## src/rtl/uart_pkg.sv

```systemverilog
// Shared types and constants for the UART transmit path: frame-sequencer
// state encoding, the UART byte width and default timing constants.
package uart_pkg;

    localparam int UART_DATA_W            = 8;
    localparam int DEFAULT_GAP_CYCLES     = 2;
    localparam int DEFAULT_TIMEOUT_CYCLES = 64;

    typedef enum logic [1:0] {
        ST_IDLE      = 2'd0,
        ST_LAUNCH    = 2'd1,
        ST_WAIT_DONE = 2'd2,
        ST_GAP       = 2'd3
    } tx_state_e;

endpackage

```

## src/rtl/rr_arbiter.sv

```systemverilog
// Purely combinational round-robin arbiter. It scans the valid vector
// starting at the priority pointer, wraps past the top index back to 0, and
// returns the first requester found as a one-hot grant plus its encoded
// index. It holds no state, so the uart_rx dispatch logic can reuse it.
module rr_arbiter #(
    parameter int NUM_REQ = 4
) (
    input  logic [NUM_REQ-1:0]         valid_i,
    input  logic [$clog2(NUM_REQ)-1:0] ptr_i,
    output logic [NUM_REQ-1:0]         grant_o,
    output logic [$clog2(NUM_REQ)-1:0] idx_o,
    output logic                       any_o
);

    localparam int IW = $clog2(NUM_REQ);

    logic found;

    // Walk the requesters in priority order and keep the first valid one.
    always_comb begin
        found   = 1'b0;
        grant_o = '0;
        idx_o   = '0;
        for (int i = 0; i < NUM_REQ; i++) begin
            if (!found && valid_i[(int'(ptr_i) + i) % NUM_REQ]) begin
                found = 1'b1;
                idx_o = IW'((int'(ptr_i) + i) % NUM_REQ);
                grant_o[(int'(ptr_i) + i) % NUM_REQ] = 1'b1;
            end
        end
        any_o = found;
    end

endmodule

```

## src/rtl/uart_tx_arbiter.sv

```systemverilog
// Shares one uart_tx serializer among NUM_REQ byte requesters.
// Requesters are served round-robin. The accepted byte is copied into a
// holding register, so a requester may change its data right after the
// accept edge. A frame is launched with a one-cycle tx_start pulse. The
// block then waits for tx_done under a watchdog, and a short idle gap
// follows before the next arbitration round.
module uart_tx_arbiter
    import uart_pkg::*;
#(
    parameter int NUM_REQ        = 4,
    parameter int GAP_CYCLES     = DEFAULT_GAP_CYCLES,
    parameter int TIMEOUT_CYCLES = DEFAULT_TIMEOUT_CYCLES
) (
    input  logic                           clk,
    input  logic                           reset_n,
    input  logic [NUM_REQ-1:0]             req_valid,
    input  logic [UART_DATA_W*NUM_REQ-1:0] req_data,
    output logic [NUM_REQ-1:0]             req_ready,
    output logic [NUM_REQ-1:0]             req_done,
    output logic                           tx_start,
    output logic [UART_DATA_W-1:0]         tx_data,
    input  logic                           tx_done,
    output logic                           busy,
    output logic [$clog2(NUM_REQ)-1:0]     grant_id,
    output logic                           timeout_err
);

    localparam int IDW = $clog2(NUM_REQ);
    localparam int WDW = $clog2(TIMEOUT_CYCLES) + 1;
    localparam int GPW = (GAP_CYCLES > 1) ? $clog2(GAP_CYCLES) : 1;

    // With no gap configured, a finished frame returns straight to IDLE.
    localparam tx_state_e AFTER_FRAME = (GAP_CYCLES == 0) ? ST_IDLE : ST_GAP;

    tx_state_e              state_q, state_d;
    logic [IDW-1:0]         ptr_q, ptr_d;
    logic [IDW-1:0]         grant_q, grant_d;
    logic [UART_DATA_W-1:0] hold_q, hold_d;
    logic [WDW-1:0]         wd_q, wd_d;
    logic [GPW-1:0]         gap_q, gap_d;
    logic [NUM_REQ-1:0]     done_q, done_d;
    logic                   tmo_q, tmo_d;

    logic [NUM_REQ-1:0]     arb_grant;
    logic [IDW-1:0]         arb_idx;
    logic                   arb_any;
    logic [WDW-1:0]         wd_inc;

    rr_arbiter #(
        .NUM_REQ (NUM_REQ)
    ) u_rr_arbiter (
        .valid_i (req_valid),
        .ptr_i   (ptr_q),
        .grant_o (arb_grant),
        .idx_o   (arb_idx),
        .any_o   (arb_any)
    );

    // Saturating watchdog increment; the counter never runs past its terminal value.
    always_comb begin
        wd_inc = (wd_q == WDW'(TIMEOUT_CYCLES - 1)) ? wd_q : wd_q + 1'b1;
    end

    // Next-state logic for the frame sequencer and its datapath registers.
    always_comb begin
        state_d  = state_q;
        ptr_d    = ptr_q;
        grant_d  = grant_q;
        hold_d   = hold_q;
        wd_d     = wd_q;
        gap_d    = gap_q;
        done_d   = '0;
        tmo_d    = 1'b0;
        tx_start = 1'b0;

        case (state_q)
            ST_IDLE: begin
                if (arb_any) begin
                    hold_d  = req_data[int'(arb_idx)*UART_DATA_W +: UART_DATA_W];
                    grant_d = arb_idx;
                    ptr_d   = (arb_idx == IDW'(NUM_REQ - 1)) ? '0 : arb_idx + 1'b1;
                    state_d = ST_LAUNCH;
                end
            end

            ST_LAUNCH: begin
                tx_start = 1'b1;
                wd_d     = '0;
                state_d  = ST_WAIT_DONE;
            end

            // The watchdog expires on the edge where its register would
            // become TIMEOUT_CYCLES-1. The timeout pulse then appears
            // TIMEOUT_CYCLES cycles after LAUNCH. A tx_done in that same
            // last cycle still wins.
            ST_WAIT_DONE: begin
                wd_d = wd_inc;
                if (tx_done) begin
                    done_d  = NUM_REQ'(1) << grant_q;
                    gap_d   = '0;
                    state_d = AFTER_FRAME;
                end else if (wd_inc == WDW'(TIMEOUT_CYCLES - 1)) begin
                    done_d  = NUM_REQ'(1) << grant_q;
                    tmo_d   = 1'b1;
                    gap_d   = '0;
                    state_d = AFTER_FRAME;
                end
            end

            ST_GAP: begin
                if (gap_q == GPW'(GAP_CYCLES - 1)) begin
                    state_d = ST_IDLE;
                end else begin
                    gap_d = gap_q + 1'b1;
                end
            end

            default: begin
                state_d = ST_IDLE;
            end
        endcase
    end

    // State and datapath registers; reset clears everything, even mid-frame.
    always_ff @(posedge clk or negedge reset_n) begin
        if (!reset_n) begin
            state_q <= ST_IDLE;
            ptr_q   <= '0;
            grant_q <= '0;
            hold_q  <= '0;
            wd_q    <= '0;
            gap_q   <= '0;
            done_q  <= '0;
            tmo_q   <= 1'b0;
        end else begin
            state_q <= state_d;
            ptr_q   <= ptr_d;
            grant_q <= grant_d;
            hold_q  <= hold_d;
            wd_q    <= wd_d;
            gap_q   <= gap_d;
            done_q  <= done_d;
            tmo_q   <= tmo_d;
        end
    end

    // The accept strobe is offered only in IDLE. It is also gated by reset,
    // so no grant can leak out while the block is held in reset.
    always_comb begin
        req_ready   = (state_q == ST_IDLE && reset_n) ? arb_grant : '0;
        req_done    = done_q;
        tx_data     = hold_q;
        busy        = (state_q != ST_IDLE);
        grant_id    = grant_q;
        timeout_err = tmo_q;
    end

endmodule
```

## config.mk

```make
export PLATFORM = sky130hd
export DESIGN_NAME = uart_tx_arbiter
export DESIGN_NICKNAME = d
export VERILOG_FILES = /design/src/rtl/uart_pkg.sv /design/src/rtl/rr_arbiter.sv /design/src/rtl/uart_tx_arbiter.sv
export SDC_FILE = /design/constraint.sdc
export NUM_CORES = 1
export LEC_CHECK = 0
export CAP_MARGIN = 0
export CELL_PAD_IN_SITES_DETAIL_PLACEMENT = 1
export CELL_PAD_IN_SITES_GLOBAL_PLACEMENT = 1
export CORE_MARGIN = 2
export CORE_UTILIZATION = 30
export CTS_CLUSTER_SIZE = 28
export DETAILED_ROUTE_END_ITERATION = 6
export PLACE_DENSITY = 0.66
export SYNTH_ARGS = -nofsm -noshare
export SYNTH_HDL_FRONTEND = slang
export SYNTH_SLANG_ARGS = --single-unit
```

## constraint.sdc

```tcl
create_clock -name clk -period 3.8 [get_ports clk]
set_input_delay 0.76 -clock clk [delete_from_list [all_inputs] [get_ports clk]]
set_output_delay 0.76 -clock clk [all_outputs]
set_load 0.02 [all_outputs]
```

### After elaboration in Yosys (flattened, before gate mapping)

Cells that the tools add are included.

| word-level totals | value |
|---|---|
| bits in registers | 27 |
| logic and storage cells | 111 |

| operators by class | value |
|---|---|
| shift operators | 2 |
| reduce and logical (&&, ||, !) cells | 21 |
| mux-type cells | 51 |
| $add $sub $neg | 6 |
| bitwise operators | 6 |
| magnitude comparators | 8 |
| equal/unequal tests | 9 |

Operators by type and width:

| kind | number |
|---|---|
| two-way mux 4 bit | 8 |
| indexed part select 32 x 6 -> 8 bit | 1 |
| two-way mux 1 bit | 22 |
| two-way mux 2 bit | 9 |
| == test 7 x 6 -> 1 bit, second input constant | 2 |
| one-hot mux 7 bit (2 select lines) | 1 |
| < comparator 3 x 4 -> 1 bit, second input constant | 3 |
| OR 4 bit | 3 |
| greater-or-equal comparator 3 x 1 -> 1 bit, second input constant | 3 |
| binary-select mux 1 bit (select 2 bit) | 4 |
| demux 1 bit (select 2 bit) | 4 |
| logical AND 1 bit | 8 |
| one-hot mux 2 bit (4 select lines) | 1 |
| adder 7 x 1 -> 7 bit, second input constant | 1 |
| two-way mux 7 bit | 1 |
| == test 2 bit, second input constant | 3 |
| nonzero test 2 bit | 3 |
| OR reduction 2 bit | 3 |
| adder 2 x 1 -> 2 bit, second input constant | 2 |
| adder 2 bit, second input constant | 2 |
| != test 2 bit, second input constant | 2 |
| AND reduction 2 bit | 2 |
| << shifter 1 x 2 -> 4 bit, first input constant | 1 |
| bitwise AND 1 bit, first input constant | 3 |
| 9 further kinds | 11 |

### Longest topological paths before layout

Gate-level depths: netlist of the first run.

| logic depth | value |
|---|---|
| depth in word-level cells | 16 |
| depth in mapped cells | 13 |
| depth with buffers taken out | 8 |

### Modules after synthesis

A second synthesis of the first run with hierarchy kept.

| second synthesis, totals | value |
|---|---|
| cell total of the unflattened synthesis | 175 |
| area total of the unflattened synthesis | 1950.6 um2 |

Modules (own cells, without submodules):

| module | instances | sequential area each (um2) | area each (um2) | cells an instance |
|---|---|---|---|---|
| uart_tx_arbiter | 1 | 675.6 | 1531.5 | 130 |
| rr_arbiter | 1 | 0.0 | 419.2 | 45 |

### Least setup slack after synthesis of the first run

No wires, ideal clock.

| timing | value |
|---|---|
| kind | reg2out |
| start | register ptr_q[0] |
| end | output req_ready[0] |
| cell stages (with the launch flop) | 14 |
| slack | 0.265 ns |
| path buffers | 5 |
| data arrival time | 2.775 ns |
| cell sequence | dfrtp_1 buf_6 buf_6 inv_1 clkbuf_1 ha_1 mux4_2 nor2b_4 buf_6 buf_2 a22oi_1 nor2_1 a221oi_1 nor2_1 |

| on the way | value |
|---|---|
| word-level cells in the longest chain between the ends | 14 |

Ends and longest elaborated chain:

| what | line | text |
|---|---|---|
| from (decl) | uart_tx_arbiter.sv:36 | `logic [IDW-1:0] ptr_q, ptr_d;` |
| from (signal assigned) | uart_tx_arbiter.sv:137 | `ptr_q <= ptr_d;` |
| adder 2 x 1 -> 2 bit | rr_arbiter.sv:25, rr_arbiter.sv:28 |  |
| OR reduction 2 bit (no line) | -- |  |
| bitwise AND 1 bit (no line) | -- |  |
| < comparator 3 x 4 -> 1 bit (not written as such) or greater-or-equal comparator 3 x 1 -> 1 bit (tied branches) | rr_arbiter.sv:28 | `grant_o[(int'(ptr_i) + i) % NUM_REQ] = 1'b1;` |
| logical AND 1 bit (not written as such) | rr_arbiter.sv:28 |  |
| two-way mux 1 bit (not written as such) | rr_arbiter.sv:28 |  |
| demux 1 bit (select 2 bit) | -- |  |
| OR 4 bit (no line) | -- |  |
| two-way mux 4 bit | rr_arbiter.sv:25 | `if (!found && valid_i[(int'(ptr_i) + i) % NUM_REQ]) begin` |
| OR 4 bit (no line) | -- |  |
| two-way mux 4 bit | rr_arbiter.sv:25 |  |
| OR 4 bit (no line) | -- |  |
| two-way mux 4 bit * | rr_arbiter.sv:25 |  |
| two-way mux 4 bit * | uart_tx_arbiter.sv:150 | `req_ready = (state_q == ST_IDLE && reset_n) ? arb_grant : '0;` |
| to (decl) | uart_tx_arbiter.sv:18 | `output logic [NUM_REQ-1:0] req_ready,` |

Every way passes the cells marked *; elsewhere a longest branch is shown, timed or not. The select of a mux whose other input is x is not followed.

### Final worst setup path of the first run

| timing | value |
|---|---|
| start | input req_valid[1] |
| end | output req_ready[3] |

| on the way | value |
|---|---|
| word-level cells in the longest chain between the ends | 13 |

Ends and longest elaborated chain:

| what | line | text |
|---|---|---|
| from (decl) | uart_tx_arbiter.sv:16 | `input logic [NUM_REQ-1:0] req_valid,` |
| binary-select mux 1 bit (select 2 bit) | rr_arbiter.sv:25 |  |
| two-way mux 1 bit (not written as such) | rr_arbiter.sv:25 |  |
| two-way mux 1 bit | rr_arbiter.sv:25 |  |
| zero test 1 bit | rr_arbiter.sv:25 |  |
| logical AND 1 bit | rr_arbiter.sv:25 |  |
| two-way mux 1 bit | rr_arbiter.sv:25 |  |
| zero test 1 bit | rr_arbiter.sv:25 |  |
| logical AND 1 bit | rr_arbiter.sv:25 |  |
| two-way mux 1 bit | rr_arbiter.sv:25 |  |
| zero test 1 bit | rr_arbiter.sv:25 |  |
| logical AND 1 bit | rr_arbiter.sv:25 |  |
| two-way mux 4 bit * | rr_arbiter.sv:25 |  |
| two-way mux 4 bit * | uart_tx_arbiter.sv:150 |  |

Marked as above.

==> run metrics, run 1 <==
status=completed; post-synthesis register bit count=27; Pwr Density=750.3 nW/um^2; final setup margin=0.1728 ns; wire length per cell=around 18 microns; Root Driver=clkbuf_8; DRC Markers=0; synth cell count leaders=dfrtp_1, inv_1, o21ai_0; syn nets=335; Pleak=1.342 nW; DIE WIDTH=96.29 microns; die area=a little over 9000 sq um; combinational share of power=73.9%; Internal=1.216 mW; count leader, synth=dfrtp_1; post-DP HPWL=between 5000 and 6000 microns; CTS tree=done; std cell rows=33; Post-Route WL=7790 microns; max-cap viol count=0; worst slack, placed=-0.04840 ns; Peak VDD IR=0.2689 mV; library cells used by synthesis=56; Cell Chain, Critical Path=clkdlybuf4s50_1 > buf_4 > nor2_1 > and4_1 > or3_1 > a221oi_1 > nor2_1 > dlygate4sd2_1; EDFF count, synth=0; Setup Crit Path Kind=primary input to output pin; fillers=963; Setup violations, final=0; met2 Resource Use GR=27.95%; clock skew=0.004742 ns; Buffers on Ports=59; Async S/R FF share, synth=100.0%; Worst-path clk slew=0.10 ns; Initial Util=31.09%; post-synthesis cell count=283; most area-hungry cell type in the Yosys netlist=dfrtp_1; # IOs=60; CTS H-tree depth=1; Rel. slew slack=between 40% and 50%; Critical Path RT=3.04 ns; synth-to-layout area growth=27.77%; Antenna diodes=0; gpl congestion=0.8773; Tcrit/Tclk final=between 90% and 100%; Worst setup SP type=primary input; Worst Path Arrival=around 2.9 ns; Tmin final=about 3.6 ns; Post-CTS Setup Bufs=0; Core Area=8217 sq um; register share of total power=19.1%; initial antenna violation count=0; fin. max-slew vios=0; crit-path most repeated cell=nor2_1; via/cell ratio=5.555; Final Hold Fails=0; RSZ-0062 raised after global routing=false; Max Fclk=275.7 MHz; HP Class=register to register; Max Fanout on Critical Path=5; busiest grt layer=met2; post-route setup TNS=0 ns; Top FF cell, synth=dfrtp_1; TritonCTS buffer count=3; clock network power share=7.0%; CP max stage cell=clkdlybuf4s50_1; Crit path largest cell delay=0.51 ns; final-stage net count=391; via count=approximately 2,500; gr ovfl total=0; syn avg cell area=9.028 sq um; Cell Area, Synth=2555 sq um; Worst-Skew Late Latency=0.28 ns; GR Layer Usage met3=1.879%; Core Util, Final=39.73%; top cell type's share of synthesized area=about a quarter; Detail Route Antenna Nets=0; Sw Share=50.37%; GR Util All Layers=17.31%; pin count of the biggest net entering global routing=45; Synth area leaders=dfrtp_1, ha_1, mux2i_1; Warnings, synthesis=0; initial DRC count=49; fraction of layout cells with a size suffix above 1=12.43%; Die H=96.29 microns; met1 Use GR=24.31%; maximum root-to-sink buffer count=2; Sink Count=27; First-pass DRT Iterations=4; vias in the first global route=2,487; Seq/Total Area, Yosys=26.44%; CP endpoint kind=output pin; Worst-Margin Slew=around 0.83 ns; Switching Power=around 1.2 mW; first-pass GRT wire length=12,500 microns
[final timing paths]
check	cells past startpoint	slack [ns]	start	end
worst max-delay path	8	0.17	req_valid[1]	req_ready[3]
min in group asynchronous	2	0.95	reset_n	wd_q[5]$_DFFE_PN0P_
worst max register to register	7	0.77	ptr_q[0]$_DFFE_PN0P_	tx_data[5]$_DFFE_PN0P_
max in group asynchronous	2	2.57	reset_n	state_q[0]$_DFFE_PN0P_
worst min-delay path	1	0.50	grant_id[1]$_DFFE_PN0P_	req_done[1]$_DFF_PN0_
worst min register to register	1	0.50	grant_id[1]$_DFFE_PN0P_	req_done[1]$_DFF_PN0_
[kinds of logic (layout without fill, tap and decap cells)]
group / Yosys count / count (layout) / synth area share [%]
XOR/XNOR: 4 / 4 / 1.371
AND/OR/NAND/NOR: 75 / 75 / 16.80
flip-flops: 27 / 27 / 26.44
AO/OA/AOI/OAI: 102 / 102 / 30.80
adder cells (fa/ha/maj): 13 / 13 / 6.366
multiplexers: 17 / 17 / 8.227
buffers and inverters: 45 / 100 / 9.990
[flip-flops by register name, indices dropped and copies added, names as in the netlist]
register / count
tx_data: 8
wd_q: 7
req_done: 4
grant_id: 2
ptr_q: 2
state_q: 2
gap_q: 1
timeout_err: 1
[cell usage in the layout, fill, tap and decap left out, types with 2 or more instances in the layout]
cell type        count
a211oi_1             7
nand3_1              4
a22oi_1              6
nor4_1               9
nor2b_1              3
a221oi_1             4
a31o_2               8
o311a_1              7
nor3_1               6
clkdlybuf4s50_1     55
a2111oi_0            7
a211o_1              8
o21ai_1              2
or3_1                4
o21ai_0             19
clkbuf_8             3
nand4_1              2
dlygate4sd2_1        4
xnor2_1              3
o31ai_1              8
inv_1               20
mux4_2               3
mux2i_1             12
nand2b_1             4
a21oi_1             10
dfrtp_1             27
nor2_1              17
ha_1                13
buf_4               17
o211ai_1             3
a21o_1               2
nor3b_1              7
nand2_1             11
[area by class of cell]
cell class / instances / area, sq um / share of cell area (%)
clock buffer: 4 / 45.04 / 1.380
multi-input combinational: 211 / 1624 / 49.75
tap: 105 / 131.4 / 4.025
timing repair buffer: 76 / 713.2 / 21.85
sequential: 27 / 675.6 / 20.70
inverter: 20 / 75.07 / 2.300
[power by group through the flow]
stage          registers [mW]  clock network [mW]  logic [mW]
2_1_floorplan           0.529                   0        1.31
3_3_place_gp            0.470                   0        1.79
3_5_place_dp            0.475                   0        1.82
4_1_cts                 0.471               0.177        1.82
5_1_grt                 0.484               0.190        1.98
6_report                0.469               0.170        1.81
[per-stage QoR]
step                      cell area, sq um  std cells  power (mW)  hold WS, ns
after global routing                  3264        443       2.658       0.5405
final                                 3264        443       2.449       0.5048
after global placement                3224        439       2.258       0.4752
after CTS                             3264        443       2.469       0.5040
after floorplan                       2555        283       1.842       0.4644
after detailed placement              3224        439       2.293       0.4825
[timing repair]
action,in CTS,in global routing
hold buffers,0,0
gates resized for setup,4,0
endpoints found under the setup margin,4,0
[routing by layer]
layer	part of all wire, %	wire length (microns)
met1	49	3780
met2	47	3690
met3	2.6	200
met4	1.5	119
met5	0	0
[worst max-delay path: cells and delay by family]
kind                   cells  cell delay, ns
AOI/OAI and AO/OA          1            0.36
and+or+nand+nor            4            0.76
buffers and inverters      3            0.98
Power figures use the tool's default switching activity.
==> inputs of run 2 (changes only) <==
CORE_UTILIZATION = 38   (was 30)
PLACE_DENSITY = 0.81   (was 0.66)
SLEW_MARGIN = 5   (was not set)
==> run 2 against run 1 <==
  * Register-to-register slack better by 0.19 ns
  * First-iteration DRC count up 130%
  * Clock power down 3%
  * Utilization up 11 points
  * Critical path depth up 1
  * Via count up 1.5%
  * Cell count down 6.3%
  * Die area down 20%
  * Critical path type unchanged
  * Largest cell class unchanged
==> run metrics, run 2 (synthesis results as in run 1) <==
Tmin final=3.618 ns (-0.008697 ns); Pwr Density=764.3 nW/um^2 (+1.9%); pin count of the biggest net entering global routing=28 (-38%); Worst-Margin Slew=0.7291 ns (-0.1016 ns); # IOs=60 (unchanged); gr ovfl total=0 (unchanged); final-stage net count=391 (unchanged); clock skew=0.003457 ns (-0.001284 ns); First-pass DRT Iterations=4 (unchanged); RSZ-0062 raised after global routing=false; Final Hold Fails=0 (unchanged); max FFs per register=8 (unchanged); Initial Util=39.78% (+8.7 points); Worst-Skew Late Latency=0.27 ns (about the same); std cell rows=29 (-12%); status=completed; wire length per cell=18.69 microns (+6.3%); initial antenna violation count=0 (unchanged); Rel. slew slack=51.22% (+6.8 points); Setup violations, final=0 (unchanged); Setup Crit Path Kind=primary input to output pin; Die H=86.00 microns (-11%); Antenna diodes=0 (unchanged); fin. max-slew vios=0 (unchanged); Detail Route Antenna Nets=0 (unchanged); Pleak=1.345 nW (+0.20%); Critical Path RT=3.04 ns (about the same); TritonCTS buffer count=3 (unchanged); Worst setup SP type=primary input; fraction of layout cells with a size suffix above 1=12.72% (+0.30 points); gpl congestion=0.8778 (about the same); post-DP HPWL=5835 microns (+1.7%); CTS tree=done; Buffers on Ports=59 (unchanged); most common cell after layout, fill and taps aside=clkdlybuf4s50_1; HP Class=register to register; CP endpoint kind=output pin; via count=2,499 (+1.5%); initial DRC count=114 (+130%); post-route setup TNS=0 ns (unchanged); die area=7395 sq um (-20%); Root Driver=clkbuf_8; Core Area=6422 sq um (-22%); WHS=0.4985 ns (-0.006302 ns); Max Fanout on Critical Path=10 (+5); DIE WIDTH=86.00 microns (-11%); synth-to-layout area growth=26.44%; max-cap viol count=0 (unchanged); GR Util All Layers=20.74% (+3.4 points); most frequent cells in the layout=clkdlybuf4s50_1, dfrtp_1, inv_1, o21ai_0; vias in the first global route=2,548 (+2.5%); via/cell ratio=6.022 (+8.4%); Max Fclk=276.4 MHz (+0.24%); DRC Markers=0 (unchanged); Tcrit/Tclk final=95.22% (-0.23 points); maximum root-to-sink buffer count=2 (unchanged); Worst Path Arrival=2.86 ns (about the same); Peak VDD IR=0.3479 mV (+29%); Post-Route WL=7755 microns (-0.45%); CTS H-tree depth=1 (unchanged); Worst-path clk slew=0.09 ns (about the same); first-pass GRT wire length=12,570 microns (+0.55%); Sink Count=27 (unchanged)
[run 2: final timing paths]
path                                   startpoint                      to  slack, ns  cells after the start
min in group asynchronous                 reset_n     wd_q[3]$_DFFE_PN0P_       0.95                      2
max                                  req_valid[1]            req_ready[3]       0.18                      9
max in group asynchronous                 reset_n  tx_data[1]$_DFFE_PN0P_       2.58                      2
min                        tx_data[3]$_DFFE_PN0P_  tx_data[3]$_DFFE_PN0P_       0.50                      1
max reg2reg                  ptr_q[1]$_DFFE_PN0P_  tx_data[2]$_DFFE_PN0P_       0.96                      8
min reg2reg                tx_data[3]$_DFFE_PN0P_  tx_data[3]$_DFFE_PN0P_       0.50                      1
[run 2: power by group]
part	internal (mW)	total [mW]	switching, mW
Clock	0.0735	0.165	0.0913
Sequential	0.389	0.464	0.0745
Combinational	0.758	1.84	1.08
Total	1.22	2.47	1.25
[run 2: repair_timing]
item                                    4_1_cts  5_1_grt
setup buffers                                 0        0
endpoints found under the setup margin        4        0
gates resized for setup                       4        0
endpoints found under the hold margin         0        0
hold buffers                                  0        0
[run 2: per-stage QoR]
stage	util [%]	setup slack (ns)	total power [mW]	instances	area [sq um]
floorplan	-	0.2654	1.842	283	2555
global placement	49.66	0.006720	2.227	411	3189
detailed placement	49.66	-0.04912	2.303	411	3189
CTS	50.30	0.1911	2.474	415	3231
global route	50.30	0.04331	2.667	415	3231
finish	50.30	0.1815	2.469	415	3231
[run 2: layout make-up]
| cell class | count | area (sq um) |
|---|---|---|
| fillers | 747 | 3192 |
| multi-input cells | 211 | 1624 |
| repair buffers | 76 | 713.2 |
| flip-flops and latches | 27 | 675.6 |
| well taps | 77 | 96.34 |
| inverters | 20 | 75.07 |
| clock buffers | 3 | 41.29 |
| clock inverters | 1 | 5.005 |
[run 2: critical path, cell delays in order]
cell	delay (ns)
clkdlybuf4s50_1	0.44
buf_4	0.18
mux4_2	0.47
nor2b_4	0.16
a22oi_1	0.18
nor2_1	0.08
a221oi_1	0.21
nor2_1	0.06
dlygate4sd2_1	0.32
[run 2: metal layers]
metal	GRT usage, %	vias up	share of wire, %
li1	-	1193	-
met1	28.97	1255	46
met2	35.52	49	50
met3	1.636	2	2.9
met4	3.463	0	0.27
met5	0	-	0
